**config.mk**
```make
export PLATFORM = sky130hd
export DESIGN_NAME = broadphase_pair_scheduler_flat
export DESIGN_NICKNAME = d
export VERILOG_FILES = /design/src/rtl/broadphase_pair_scheduler_pkg.sv /design/src/rtl/broadphase_pair_scheduler_if.sv /design/src/rtl/broadphase_pair_scheduler_aabb_of_quad.sv /design/src/rtl/broadphase_pair_scheduler.sv /design/src/flat_wrapper.sv
export SDC_FILE = /design/constraint.sdc
export NUM_CORES = 2
export LEC_CHECK = 0
export ABC_CLOCK_PERIOD_IN_PS = 20100
export BUFFER_PORTS_ARGS = -buffer_cell sky130_fd_sc_hd__clkbuf_2
export CAP_MARGIN = 25
export CORE_ASPECT_RATIO = 0.75
export CORE_MARGIN = 2
export CORE_UTILIZATION = 57
export DETAILED_ROUTE_END_ITERATION = 10
export MAX_ROUTING_LAYER = met4
export PLACE_DENSITY_LB_ADDON = 0.15
export REMOVE_ABC_BUFFERS = 1
export SETUP_SLACK_MARGIN = 0.5
export SYNTH_ARGS = -nofsm -noshare
export SYNTH_HDL_FRONTEND = slang
export SYNTH_SLANG_ARGS = --single-unit
export TNS_END_PERCENT = 50
```
**constraint.sdc**
```tcl
create_clock -name clk -period 20.1 [get_ports clk]
set_input_delay 4.02 -clock clk [delete_from_list [all_inputs] [get_ports clk]]
set_output_delay 4.02 -clock clk [all_outputs]
set_load 0.01 [all_outputs]
```
**src/rtl/broadphase_pair_scheduler_pkg.sv**
```systemverilog
// Shared widths, body record field offsets and scheduler FSM encoding for the
// broad-phase pair scheduler.
package broadphase_pair_scheduler_pkg;

  localparam int unsigned W      = 19;
  localparam int unsigned IDXW   = 4;
  localparam int unsigned NFIELD = 10;
  localparam int unsigned BODYW  = NFIELD * W;
  localparam int unsigned VERTW  = 8 * W;

  localparam int unsigned V0X  = 0;
  localparam int unsigned V0Y  = 1;
  localparam int unsigned V1X  = 2;
  localparam int unsigned V1Y  = 3;
  localparam int unsigned V2X  = 4;
  localparam int unsigned V2Y  = 5;
  localparam int unsigned V3X  = 6;
  localparam int unsigned V3Y  = 7;
  localparam int unsigned POSX = 8;
  localparam int unsigned POSY = 9;

  typedef logic signed [W-1:0] coord_t;

  typedef enum logic [3:0] {
    S_IDLE,
    S_LOAD_A_REQ,
    S_LOAD_A_WAIT,
    S_LOAD_B_REQ,
    S_LOAD_B_WAIT,
    S_TEST,
    S_ISSUE,
    S_WAIT_DONE,
    S_NEXT,
    S_FINISH
  } state_t;

endpackage

```
**src/rtl/broadphase_pair_scheduler_if.sv**
```systemverilog
// Body-memory read port and Collide narrow-phase handshake bundled as one bus.
interface broadphase_pair_scheduler_if;
  import broadphase_pair_scheduler_pkg::*;

  logic              body_rd_en;
  logic [IDXW-1:0]   body_rd_addr;
  logic [BODYW-1:0]  body_rd_data;
  logic [IDXW-1:0]   A_nth;
  logic [IDXW-1:0]   B_nth;
  logic [BODYW-1:0]  a_body;
  logic [BODYW-1:0]  b_body;
  logic              collide_start;
  logic              collide_done;

  modport master (
    output body_rd_en, body_rd_addr, A_nth, B_nth, a_body, b_body, collide_start,
    input  body_rd_data, collide_done
  );

  modport slave (
    input  body_rd_en, body_rd_addr, A_nth, B_nth, a_body, b_body, collide_start,
    output body_rd_data, collide_done
  );

endinterface

```
**src/rtl/broadphase_pair_scheduler_aabb_of_quad.sv**
```systemverilog
// Combinational axis-aligned bounding box of a four-vertex quad (signed coordinates).
module aabb_of_quad
  import broadphase_pair_scheduler_pkg::*;
(
  input  logic [VERTW-1:0] verts,
  output coord_t           min_x,
  output coord_t           max_x,
  output coord_t           min_y,
  output coord_t           max_y
);

  coord_t vx;
  coord_t vy;

  always_comb begin
    min_x = verts[V0X*W +: W];
    max_x = verts[V0X*W +: W];
    min_y = verts[V0Y*W +: W];
    max_y = verts[V0Y*W +: W];
    vx    = '0;
    vy    = '0;
    for (int unsigned k = 1; k < 4; k++) begin
      vx = verts[(2*k)*W +: W];
      vy = verts[(2*k+1)*W +: W];
      if (vx < min_x) min_x = vx;
      if (vx > max_x) max_x = vx;
      if (vy < min_y) min_y = vy;
      if (vy > max_y) max_y = vy;
    end
  end

endmodule

```
**src/rtl/broadphase_pair_scheduler.sv**
```systemverilog
// Sweeps all unordered body pairs once per frame, AABB-culls them and hands
// overlapping pairs to the Collide narrow-phase engine one at a time.
module broadphase_pair_scheduler
  import broadphase_pair_scheduler_pkg::*;
#(
  parameter int unsigned TIMEOUT = 255
)
(
  input  logic                        clk,
  input  logic                        rst,
  input  logic                        frame_start,
  input  logic [IDXW:0]               num_bodies,
  broadphase_pair_scheduler_if.master bus,
  output logic                        busy,
  output logic                        sweep_done,
  output logic [7:0]                  pair_count,
  output logic                        err_timeout
);

  localparam int unsigned TW = (TIMEOUT < 2) ? 1 : $clog2(TIMEOUT + 1);
  localparam logic [IDXW:0] NUM_ONE = (IDXW+1)'(1);
  localparam logic [IDXW:0] NUM_TWO = (IDXW+1)'(2);

  state_t           state, state_nx;
  logic [IDXW-1:0]  i_idx, j_idx, a_nth, b_nth;
  logic [IDXW:0]    num_r;
  logic [BODYW-1:0] a_body, b_body;
  logic [TW-1:0]    tcnt;
  logic             overlap, j_more, i_more, done_ok, timed_out;
  coord_t           a_min_x, a_max_x, a_min_y, a_max_y;
  coord_t           b_min_x, b_max_x, b_min_y, b_max_y;

  aabb_of_quad u_aabb_a (
    .verts (a_body[VERTW-1:0]),
    .min_x (a_min_x), .max_x (a_max_x), .min_y (a_min_y), .max_y (a_max_y)
  );

  aabb_of_quad u_aabb_b (
    .verts (b_body[VERTW-1:0]),
    .min_x (b_min_x), .max_x (b_max_x), .min_y (b_min_y), .max_y (b_max_y)
  );

  assign overlap   = (a_max_x >= b_min_x) && (b_max_x >= a_min_x) &&
                     (a_max_y >= b_min_y) && (b_max_y >= a_min_y);
  assign j_more    = {1'b0, j_idx} < (num_r - NUM_ONE);
  assign i_more    = {1'b0, i_idx} < (num_r - NUM_TWO);
  // The first WAIT_DONE cycle (tcnt==0) may still see done from the previous pair.
  assign done_ok   = (tcnt != '0) && bus.collide_done;
  assign timed_out = (tcnt == TW'(TIMEOUT));

  always_ff @(posedge clk or posedge rst) begin
    if (rst) state <= S_IDLE;
    else     state <= state_nx;
  end

  always_comb begin
    state_nx          = state;
    bus.body_rd_en    = 1'b0;
    bus.body_rd_addr  = '0;
    bus.collide_start = 1'b0;
    sweep_done        = 1'b0;
    case (state)
      S_IDLE:        if (frame_start)
                       state_nx = (num_bodies < NUM_TWO) ? S_FINISH : S_LOAD_A_REQ;
      S_LOAD_A_REQ:  begin
                       bus.body_rd_en   = 1'b1;
                       bus.body_rd_addr = i_idx;
                       state_nx         = S_LOAD_A_WAIT;
                     end
      S_LOAD_A_WAIT: state_nx = S_LOAD_B_REQ;
      S_LOAD_B_REQ:  begin
                       bus.body_rd_en   = 1'b1;
                       bus.body_rd_addr = j_idx;
                       state_nx         = S_LOAD_B_WAIT;
                     end
      S_LOAD_B_WAIT: state_nx = S_TEST;
      S_TEST:        state_nx = overlap ? S_ISSUE : S_NEXT;
      S_ISSUE:       begin
                       bus.collide_start = 1'b1;
                       state_nx          = S_WAIT_DONE;
                     end
      S_WAIT_DONE:   if (done_ok || timed_out) state_nx = S_NEXT;
      S_NEXT:        state_nx = j_more ? S_LOAD_B_REQ : (i_more ? S_LOAD_A_REQ : S_FINISH);
      S_FINISH:      begin
                       sweep_done = 1'b1;
                       state_nx   = S_IDLE;
                     end
      default:       state_nx = S_IDLE;
    endcase
  end

  always_ff @(posedge clk or posedge rst) begin
    if (rst) begin
      i_idx       <= '0;
      j_idx       <= '0;
      a_nth       <= '0;
      b_nth       <= '0;
      num_r       <= '0;
      a_body      <= '0;
      b_body      <= '0;
      tcnt        <= '0;
      pair_count  <= '0;
      err_timeout <= 1'b0;
    end else begin
      case (state)
        S_IDLE: if (frame_start) begin
          i_idx       <= '0;
          j_idx       <= IDXW'(1);
          pair_count  <= '0;
          err_timeout <= 1'b0;
          num_r       <= num_bodies;
        end
        S_LOAD_A_WAIT: a_body <= bus.body_rd_data;
        S_LOAD_B_WAIT: b_body <= bus.body_rd_data;
        // Indices are latched on the way into ISSUE so they are valid alongside collide_start.
        S_TEST: if (overlap) begin
          a_nth <= i_idx;
          b_nth <= j_idx;
        end
        S_ISSUE: begin
          tcnt <= '0;
          if (pair_count != 8'hFF) pair_count <= pair_count + 8'd1;
        end
        S_WAIT_DONE: begin
          if (!(done_ok || timed_out)) tcnt <= tcnt + TW'(1);
          if (!done_ok && timed_out)   err_timeout <= 1'b1;
        end
        S_NEXT: begin
          if (j_more) begin
            j_idx <= j_idx + IDXW'(1);
          end else if (i_more) begin
            i_idx <= i_idx + IDXW'(1);
            j_idx <= i_idx + IDXW'(2);
          end
        end
        default: ;
      endcase
    end
  end

  assign bus.A_nth  = a_nth;
  assign bus.B_nth  = b_nth;
  assign bus.a_body = a_body;
  assign bus.b_body = b_body;
  assign busy       = (state != S_IDLE);

endmodule

```
**src/flat_wrapper.sv**
```systemverilog
// flat-port wrapper written by rule: the top's interface ports become plain ports
module broadphase_pair_scheduler_flat import broadphase_pair_scheduler_pkg::*;
#(
  parameter int unsigned TIMEOUT = 255
)
  (clk, rst, frame_start, num_bodies, busy, sweep_done, pair_count, err_timeout, bus_body_rd_en, bus_body_rd_addr, bus_A_nth, bus_B_nth, bus_a_body, bus_b_body, bus_collide_start, bus_body_rd_data, bus_collide_done);
  broadphase_pair_scheduler_if bus_i ();
  input  logic clk;
  input  logic rst;
  input  logic frame_start;
  input  logic [IDXW:0] num_bodies;
  output logic busy;
  output logic sweep_done;
  output logic [7:0] pair_count;
  output logic err_timeout;
  output wire logic [$bits(bus_i.body_rd_en)-1:0] bus_body_rd_en;
  output wire logic [$bits(bus_i.body_rd_addr)-1:0] bus_body_rd_addr;
  output wire logic [$bits(bus_i.A_nth)-1:0] bus_A_nth;
  output wire logic [$bits(bus_i.B_nth)-1:0] bus_B_nth;
  output wire logic [$bits(bus_i.a_body)-1:0] bus_a_body;
  output wire logic [$bits(bus_i.b_body)-1:0] bus_b_body;
  output wire logic [$bits(bus_i.collide_start)-1:0] bus_collide_start;
  input wire logic [$bits(bus_i.body_rd_data)-1:0] bus_body_rd_data;
  input wire logic [$bits(bus_i.collide_done)-1:0] bus_collide_done;
  assign bus_body_rd_en = bus_i.body_rd_en;
  assign bus_body_rd_addr = bus_i.body_rd_addr;
  assign bus_A_nth = bus_i.A_nth;
  assign bus_B_nth = bus_i.B_nth;
  assign bus_a_body = bus_i.a_body;
  assign bus_b_body = bus_i.b_body;
  assign bus_collide_start = bus_i.collide_start;
  assign bus_i.body_rd_data = bus_body_rd_data;
  assign bus_i.collide_done = bus_collide_done;
  broadphase_pair_scheduler #(.TIMEOUT(TIMEOUT)) u_core (.clk(clk), .rst(rst), .frame_start(frame_start), .num_bodies(num_bodies), .bus(bus_i), .busy(busy), .sweep_done(sweep_done), .pair_count(pair_count), .err_timeout(err_timeout));
endmodule
```
==> flow_summary.yaml <==
setup_path:
  critical_path.endpoint_type: "register"
  r2r_cells: 43
  cp_data_arrival_time_ns: 12.22
  cpPeakStageDelay_ns: 0.76
  r2r_setup_slack_ns: 8.37
  cp_slowest_cell: "xnor2_4"
  reg2reg_from: "u_core.bus.a_body[18]"
  critPathMaxFanout: 36
  worst-setup-path-type: "reg -> reg"
  startpoint_type: "register"
  reg2reg_to: "u_core.bus.B_nth[3]"
  worstPathRequired_ns: 20.58
synth:
  syn_avg_cell_area_sq_um: 9.559
  synth_cells: 3351
  synth_top_flop_cell: "dfrtp_1"
  synth-seq-cells: 422
  synth-async-reset-ratio_pct: 100.0
  yosys.cell_types.count: 73
  seq_area_frac_synth_pct: 32.97
  synth_edf_count: 0
  yosysWarnings: 0
  syn-cell-area_sq_um: 32030
die:
  io_pins: 604
  dieArea_sq_um: 58130
  initial_utilization_pct: 57.47
  core_area_sq_um: 55740
  fp.dieW_microns: 277.7
  die_h_microns: 209.3
  core.rowCount: 75
sta:
  fin_hold_ws_ns: 0.5044
  hold_viol: 0
  tns_ns: 0
  skew_ns: 0.03449
  fin_ws_ns: 8.367
  relSlewSlack_pct: 32.64
  setup_viol: 0
  rsz0062_at_grt: "no"
  min_period_over_period_pct: 58.37
  slew_viol_final: 0
  tightest_slew_ns: 1.010
  period_minus_slack_ns: 11.73
  max_freq_mhz: 85.23
global_route:
  grt_pass1_vias: 27150
  grt_pass1_wl_microns: 178300
  grt_overflow: 0
  grt_max_degree: 120
  antenna_found_initial: 13
  grt_usage_pct: 42.40
worst_hold_path:
  hold_path_class: "reg -> reg"
  min_to: "u_core.err_timeout"
  min_path_cells: 2
  hold_path.startpoint: "u_core.err_timeout"
finish:
  fillers: 4678
  syn2layout_area_growth_pct: 16.96
  fin_area_sq_um: 37470
  drive_above_1_share_pct: 26.30
  nets: 4576
clock_tree:
  cts_tree: "yes"
  cts_resized: 0
  clkSlewWorstSetupHoldPaths_ns: 0.07
  clock_sinks: 422
  clockRootBuffer: "clkbuf_16"
  ctsHoldBuffers: 0
  cts.htree.levels: 2
  insertion_delay_ns: 0.61
  clock_path_buffers: 3
  numCtsBuffers: 44
  post_cts_buffers: 0
drt:
  drt-pass1-iter-count: 5
  drt_iter0_markers: 3541
  route.antenna.remaining_nets: 0
  drt-total-wl_microns: 121700
  vias_per_cell: 6.208
  drc: 0
  vias: 29120
  wl_per_cell_microns: 25.94
placement:
  port_buffers: 603
  dpl_cell_area_sq_um: 35800
  dp_hpwl_microns: 99800
  place_ws_ns: 8.706
  gp_congestion: 1.065
outcome:
  status: "complete, no violations"
flow_run:
  drv_cap: 0
## sequential cells by signal, summed over array words and instances, names as in the netlist, 5 cells and up
signal	flops
u_core.bus.b_body	190
u_core.num_r	5
u_core.tcnt	8
u_core.bus.a_body	190
u_core.pair_count	8
## layout by cell type (no fill, tap or decap), types with 28 or more instances in the layout
cell type and n:
a21o_1 67, mux2_2 296, nor3_1 28, nor2b_1 37
clkbuf_2 603, nand2_1 317, inv_1 295, clkbuf_16 44
dfrtp_1 422, nand3_1 49, nand4_1 82, mux2i_1 293
o21ai_0 330, ha_1 463, a21oi_1 151, nor2_1 146
o21a_1 29, buf_4 32
## cell type report
class | instances | area (sq um) | share of cell area (%)
Antenna cell | 13 | 32.53 | 0.08683
Multi-Input combinational cell | 2511 | 19930 | 53.20
Inverter | 296 | 1119 | 2.986
Sequential cell | 422 | 10560 | 28.19
Clock inverter | 18 | 287.8 | 0.7681
Tap cell | 731 | 914.6 | 2.441
Timing Repair Buffer | 639 | 3327 | 8.880
Clock buffer | 61 | 1295 | 3.456
## per-stage QoR
step / utilization, % / cells
floorplan: - / 3229
global placement: 64.19 / 4595
detailed placement: 64.22 / 4596
CTS: 67.06 / 4675
global route: 67.21 / 4691
finish: 67.21 / 4691
## synth_stat cells, types with 7 or more instances
master,n,area (sq um)
xor2_1,12,105.1
mux2i_1,294,2943
inv_1,296,1111
o21ai_0,330,1652
buf_4,9,67.56
mux2_2,296,3333
dfrtp_1,422,10560
nor4_1,8,50.05
a31oi_1,10,62.56
buf_1,22,82.58
nand4_1,82,513.0
or3_1,13,81.33
nor3_1,31,155.2
clkbuf_1,69,259.0
nand2_1,317,1190
nand2b_1,16,100.1
buf_2,18,90.09
a21o_1,67,503.0
o21a_1,29,217.7
o31ai_1,11,82.58
a2111oi_0,10,87.58
nand3_1,49,245.2
ha_1,463,5793
o211ai_1,10,75.07
o2111ai_1,7,61.31
nor2_1,146,548.0
a21oi_1,151,755.7
nor2b_1,37,231.5
a211oi_1,21,157.7
## per-layer routing
layer  wire length (microns)  track usage, %  vias to the layer above
li1                        -               -                    13200
met1                   54590           62.05                    14130
met2                   47280           54.77                     1596
met3                   15830           13.99                      198
met4                    3997           12.54                        0
met5                       0               -                        -
## worst max-delay path by stage
stage                          start                   end  slack [ns]  cells after the start
2_1_floorplan        u_core.state[1]  u_core.bus.a_body[0]        3.18                      3
3_3_place_gp   u_core.bus.a_body[18]   u_core.bus.A_nth[0]        8.72                     43
3_5_place_dp   u_core.bus.a_body[56]   u_core.bus.B_nth[1]        8.71                     42
4_1_cts        u_core.bus.a_body[18]   u_core.bus.B_nth[1]        8.63                     43
5_1_grt        u_core.bus.a_body[18]   u_core.bus.A_nth[3]        7.79                     43
6_report       u_core.bus.a_body[18]   u_core.bus.B_nth[3]        8.37                     43
## critical path, delay by kind of cell, from the launching register on
kind,cells,cell delay [ns]
AND/OR/NAND/NOR,15,3.54
AO/OA/AOI/OAI,14,3.23
adder cells (fa/ha/maj),4,1.52
buffers and inverters,5,1.09
multiplexers,4,1.09
XOR/XNOR,1,0.76
flip-flops,1,0.39
## kinds of logic (layout without fill, tap and decap cells)
family / count (synthesis) / in the layout / share of synthesized area (%)
AO/OA/AOI/OAI: 699 / 699 / 12.89
XOR/XNOR: 19 / 19 / 0.5781
flip-flops: 422 / 422 / 32.97
adder cells (fa/ha/maj): 463 / 463 / 18.08
multiplexers: 592 / 592 / 19.67
buffers and inverters: 418 / 1014 / 5.148
other: 0 / 13 / 0
AND/OR/NAND/NOR: 738 / 738 / 10.66
Power is left out: the tool's default activity adds up to more than one toggle a clock period on the data nets, which glitch-free logic cannot reach.
